`src/rtl/islem_denetleyici.sv`:
```
// Operation controller for the calculator's arithmetic units: latches operands,
// waits a settle interval, then captures the unit's handshake result or reports an error.
module islem_denetleyici #(
  parameter int YERLESME    = 1,
  parameter int ZAMAN_ASIMI = 16
) (
  input  logic        clk,
  input  logic        rst,
  input  logic        basla,
  input  logic [1:0]  islem,
  input  logic [31:0] giris1,
  input  logic [31:0] giris2,
  output logic [31:0] sayi1,
  output logic [31:0] sayi2,
  output logic [1:0]  islem_sec,
  input  logic [63:0] sonuc,
  input  logic        tasma,
  input  logic        hazir,
  input  logic        gecerli,
  output logic [63:0] cikti,
  output logic [31:0] cikti_tam,
  output logic        cikti_tasma,
  output logic        cikti_gecerli,
  output logic        hata,
  output logic        mesgul
);

  typedef enum logic [2:0] {
    BOSTA = 3'd0,
    YUKLE = 3'd1,
    BEKLE = 3'd2,
    TAMAM = 3'd3,
    HATA  = 3'd4
  } durum_t;

  localparam int SW = (YERLESME > 1) ? $clog2(YERLESME) : 1;
  localparam int TW = (ZAMAN_ASIMI > 1) ? $clog2(ZAMAN_ASIMI) : 1;
  localparam logic [SW-1:0] YER_SON   = SW'(YERLESME - 1);
  localparam logic [TW-1:0] ZAMAN_SON = TW'(ZAMAN_ASIMI - 1);

  durum_t        durum, durum_next;
  logic [SW-1:0] yer_sayac, yer_next;
  logic [TW-1:0] zaman_sayac, zaman_next;
  logic          kabul, yakala;

  // Next-state, counter and strobe decode
  always_comb begin
    durum_next = durum;
    yer_next   = yer_sayac;
    zaman_next = zaman_sayac;
    kabul      = 1'b0;
    yakala     = 1'b0;
    case (durum)
      BOSTA: begin
        if (basla) begin
          if (islem[1] == 1'b0) begin
            kabul      = 1'b1;
            yer_next   = '0;
            durum_next = YUKLE;
          end else begin
            durum_next = HATA;
          end
        end else begin
          durum_next = BOSTA;
        end
      end
      // Handshake is ignored while settling: a combinational unit may still show stale hazir.
      YUKLE: begin
        if (yer_sayac == YER_SON) begin
          zaman_next = '0;
          durum_next = BEKLE;
        end else begin
          yer_next = yer_sayac + 1'b1;
        end
      end
      // Capture takes priority over an expiring timeout in the same cycle.
      BEKLE: begin
        if (hazir && gecerli) begin
          yakala     = 1'b1;
          durum_next = TAMAM;
        end else if (zaman_sayac == ZAMAN_SON) begin
          durum_next = HATA;
        end else begin
          zaman_next = zaman_sayac + 1'b1;
        end
      end
      TAMAM:   durum_next = BOSTA;
      HATA:    durum_next = BOSTA;
      default: durum_next = BOSTA;
    endcase
  end

  // State, counters and all registered outputs
  always_ff @(posedge clk) begin
    if (rst) begin
      durum         <= BOSTA;
      yer_sayac     <= '0;
      zaman_sayac   <= '0;
      sayi1         <= 32'd0;
      sayi2         <= 32'd0;
      islem_sec     <= 2'd0;
      cikti         <= 64'd0;
      cikti_tam     <= 32'd0;
      cikti_tasma   <= 1'b0;
      cikti_gecerli <= 1'b0;
      hata          <= 1'b0;
      mesgul        <= 1'b0;
    end else begin
      durum         <= durum_next;
      yer_sayac     <= yer_next;
      zaman_sayac   <= zaman_next;
      cikti_gecerli <= (durum_next == TAMAM);
      hata          <= (durum_next == HATA);
      mesgul        <= (durum_next != BOSTA);
      if (kabul) begin
        sayi1     <= giris1;
        sayi2     <= giris2;
        islem_sec <= islem;
      end
      if (yakala) begin
        cikti       <= sonuc;
        cikti_tam   <= sonuc[47:16];
        cikti_tasma <= tasma;
      end
    end
  end

endmodule

```
`config.mk`:
```
export PLATFORM = sky130hd
export DESIGN_NAME = islem_denetleyici
export DESIGN_NICKNAME = d
export VERILOG_FILES = /design/src/rtl/islem_denetleyici.sv
export SDC_FILE = /design/constraint.sdc
export NUM_CORES = 1
export LEC_CHECK = 0
export ABC_AREA = 1
export BUFFER_PORTS_ARGS = -buffer_cell sky130_fd_sc_hd__buf_2
export CAP_MARGIN = 10
export CELL_PAD_IN_SITES_DETAIL_PLACEMENT = 1
export CELL_PAD_IN_SITES_GLOBAL_PLACEMENT = 2
export CORE_UTILIZATION = 23
export DETAILED_ROUTE_END_ITERATION = 8
export GPL_TIMING_DRIVEN = 1
export PLACE_DENSITY = 0.82
export SKIP_CTS_REPAIR_TIMING = 1
export SLEW_MARGIN = 20
export SYNTH_ARGS = -nofsm -noshare
export SYNTH_HDL_FRONTEND = slang
export SYNTH_SLANG_ARGS = --single-unit
```
`constraint.sdc`:
```
create_clock -name clk -period 1.4 [get_ports clk]
set_input_delay 0.14 -clock clk [delete_from_list [all_inputs] [get_ports clk]]
set_output_delay 0.14 -clock clk [all_outputs]
set_load 0.005 [all_outputs]
```
### Word-level counts from Yosys, hierarchy flattened

Cells that the tools add are included.

* bits in registers: 174
* bits in latches: 0
* RAM bits: 0
* memory bits (read-only): 0
* input port bits: 136
* output and inout port bits: 166
* memories kept: 0

* add/subtract/negate cells: 2
* $mul: 0
* div/mod/pow operators: 0
* magnitude comparators: 0
* equal/unequal tests: 10
* shift-type cells: 0
* multiplexer cells: 19
* bitwise operators: 0
* reduce and logical (&&, ||, !) cells: 7

Operators with widths (number)
* two-way mux 3 bit: 5
* two-way mux 4 bit: 3
* != test 2 bit (second input constant): 5
* case mux 3 bit (3 select lines): 1
* two-way mux 1 bit: 8
* case mux 4 bit (2 select lines): 1
* == test 3 x 2 -> 1 bit (second input constant): 2
* adder 4 x 1 -> 4 bit (second input constant): 1
* == test 4 bit (second input constant): 1
* AND reduction 4 bit: 1
* nonzero test 2 bit: 2
* == test 3 x 1 -> 1 bit (second input constant): 1
* == test 3 bit (second input constant): 1
* zero test 3 bit: 1
* AND reduction 3 bit: 1
* nonzero test 3 bit: 1
* case mux 1 bit (2 select lines): 1
* adder 1 bit (second input constant): 1
* logical AND 1 bit: 1

### Logic depth before layout (Yosys ltp)

* depth after elaboration: 5
* mapped depth: 8
* mapped depth without buffers: 8

### Worst setup path before layout

No wires, ideal clock.

* path kind: register to register
* start point: register durum[2]
* end point: register sayi1[0]
* arrival: 1.117 ns
* data required time: 1.284 ns
* path slack: 0.167 ns
* cell stages (with the launch flop): 9
* buffers on the path: 2
* clock period less this slack: 1.233 ns
* path through: dfxtp_1 > nor2_4 > nand3_2 > nor2_4 > inv_2 > buf_6 > buf_6 > nor2_1 > nor2_1

* cells in the longest elaborated chain, start to end: 2

Ends and longest elaborated chain
* from (decl): line 41 `durum_t durum, durum_next;`
* from (signal assigned): line 109 `durum <= durum_next;`
* zero test 3 bit: line 53 `case (durum)`
* two-way mux 1 bit: line 53
* to (signal assigned): line 116 `sayi1 <= giris1;`
* to (decl): line 13 `output logic [31:0] sayi1,`

No other way between the ends.
A chain may end at the register's enable or synchronous reset.

### Worst setup path in the final report

* start point: register durum[0]
* end point: register sayi1[25]

Same word-level chain as after synthesis.

==> impl_results.md <==
* Slew Viols, Final at 0
* Most common cell in the synthesized netlist: dfxtp_1
* Seq pwr share at ~43%
* CTS tree: done
* DRT Pass-1 Iters at 4
* Max Buffers Root-to-Sink at 2
* Global route total overflow at 0
* Area Overhead vs Synth at 58.0%
* Internal power at 7.52 mW
* Largest net degree at the start of global routing at 59
* Pre-CTS setup slack at -0.0168 ns
* Failing checks: negative setup slack
* Post-Syn Area at about 5300 sq um
* Filler instances at 2803
* Share of cells above drive strength 1 at 37.0%
* Setup Viol. Count Final at 4
* Final Util at about 37%
* Clk_lat worst skew at just over 0.4 ns
* Clk slew on worst S/H paths at 0.07 ns
* Final WL at 18.8 mm
* Synth Instances at 663
* Min Tclk post-route at approximately 1.4 ns
* Critical Path End Type: flop
* GRT Total Usage at 14.5%
* Critical path type: flop to flop
* Post-detail-place hpwl at 12.4 mm
* Port Buf Inserts at 301
* Fmax at between 600 and 700 MHz
* Ys async rst share at 0%
* CP top delay family: simple AND/OR/NAND/NOR gates
* Post-synthesis cell type count at 22
* Post-route cell area at 8380 sq um
* Layout Skew at 0.0106 ns
* RSZ-0062 raised after global routing: true
* Clock sink total at ~140
* Top cell type's share of synthesized area at 53.2%
* Antenna violations before repair at 2
* Psw at 2.57 mW
* Tcrit/Tclk final at 102%
* H-tree levels at 4
* I/O pin total at 302
* Crit Path Max Fanout at slightly below 60
* Comb pwr share at 12.5%
* Post-synth EDFFs at 0
* DIE HEIGHT at ~150 um
* Syn_area_per_cell at 8.00 sq um
* Crit path launch type: flop
* Rel. slew slack at 79.3%
* PD cells at between 1000 and 1500 nW/um^2
* CTS Buf Count at 17
* Final layout net count at 1141
* Via/cell ratio at approximately 4.3
* Switching share of power at between 20 and 30%
* Buf+Inv Stages, Crit Path at 2
* Arr. time, crit path at 1.73 ns
* Max-cap violations at 0
* # DRC at 0
* Post-DP Area at 6910 sq um
* CP max stage delay at between 0.3 and 0.4 ns
* Slowest-stage cell, CP: dfxtp_2
* Worst slew pin tran at 0.310 ns
* # rows at 55
* Initial Utilization at 23.4%
* Final hold vios at 0
* Hold crit path type: primary input to flop
* Clock power frac at between 40% and 50%
* Leak at 4.09 nW
* Req. time, crit path at 1.70 ns
* Vias in the first global route at 5312
* Core footprint at 22600 sq um
* Post-synth top cells: dfxtp_1 (141), nor2_1 (137), o21ai_0 (121), inv_1 (74), a21oi_1 (68)
* Root buffer cell: clkbuf_16
* First-pass GRT wire length at between 20 and 30 mm
* Register area share after synthesis at 53.2%
* Area contributors post-synth: dfxtp_1 (53%), o21ai_0 (11%), nor2_1 (9.7%), a21oi_1 (6.4%), inv_1 (5.2%)
* Iter 0 DRT Violations at between 150 and 200
* CP cell instances: nor2_4, nand3_2, nor2_4, inv_2, buf_12, nor2_1, nor2_1
* Synth Warn # at 0
* Status: complete, but fails checks
* Mapped Nets at 800
* Die width at roughly 150 um
* Post-DR wirelength/cell at 14.4 um
* Final worst setup slack at -0.0317 ns
* Most common flop cell mapped by yosys: dfxtp_1
* Count of state elements after synthesis at around 140
* Biggest area consumer among synthesized cells: dfxtp_1
* Vias at approximately 5600
* Global placement routability congestion at 0.705
* Peak supply drop at 0.616 mV
* Detail Route Antenna Nets at 0
* Die area at roughly 24000 sq um
[cells in the final DEF, fill, tap and decap left out, types with 3 or more instances in the layout]
master and instances:
clkinv_2 4, buf_6 5, inv_6 3, a21oi_1 68
inv_1 74, nand3_1 8, nor2_1 130, clkinv_4 3
buf_2 301, nand2_1 16, dlygate4sd3_1 70, dfxtp_1 139
buf_12 9, clkbuf_16 21, o21ai_1 23, buf_4 8
nor2_2 7, o21ai_0 108
[sequential cells by signal, summed over array words and instances (netlist names)]
signal         flops
cikti             64
cikti_gecerli      1
cikti_tasma        1
durum              3
hata               1
islem_sec          2
mesgul             1
sayi1             32
sayi2             32
zaman_sayac        4
[through the flow]
stage               total power, mW  setup TNS, ns  hold WS [ns]  instances
global placement               5.43              0         0.361       1194
CTS                            10.0        -0.0294       -0.0766       1225
global route                   10.6          -1.77       0.00165       1301
detailed placement             5.45        -0.0168         0.369       1194
floorplan                      4.90              0         0.209        663
finish                         10.1        -0.0724       0.00602       1302
[worst register-to-register path: cells and delay by family (launching register included)]
kind | cells | cell delay [ns]
AND/OR/NAND/NOR | 5 | 0.75
buffers and inverters | 2 | 0.24
flip-flops | 1 | 0.34
[cell type report]
cell class              instances  area, sq um  share of cell area (%)
well taps                     285          357                    4.25
clock buffers                  18          429                    5.12
repair buffers                397         2600                    31.1
inverters                      77          290                    3.46
multi-input cells             370         1730                    20.7
diodes                          1         2.50                  0.0298
clock inverters                13          143                    1.70
flip-flops and latches        141         2830                    33.7
[power groups by stage]
stage	clock (mW)	combinational [mW]	sequential, mW
floorplan	0	0.464	4.44
global placement	0	1.02	4.41
detailed placement	0	1.03	4.42
CTS	4.67	1.03	4.34
global route	4.83	1.41	4.37
finish	4.48	1.26	4.34
[per-layer routing]
layer	up-vias	wire length, um	GRT usage [%]	share of wire, %
li1	2770	-	-	-
met1	2550	7770	16.0	41
met2	216	9340	25.1	50
met3	14	1450	6.71	7.7
met4	2	240	3.67	1.3
met5	-	13	0	0.069
[logic make-up after synthesis]
kind of cell | share of synthesized area (%)
AO/OA/AOI/OAI | 18.8
adder cells (fa/ha/maj) | 0.236
flip-flops | 53.2
buffers and inverters | 14.8
XOR/XNOR | 0.165
AND/OR/NAND/NOR | 12.8
[worst paths after layout]
kind         cells after the start         to  slack, ns  startpoint
max reg2reg                      7  sayi1[25]      -0.03    durum[0]
min reg2reg                      2  cikti[10]       0.44   cikti[10]
min                              3  sayi2[24]      0.006  giris2[24]
max                              7  sayi1[25]      -0.03    durum[0]
(Power assumes the default switching activity.)
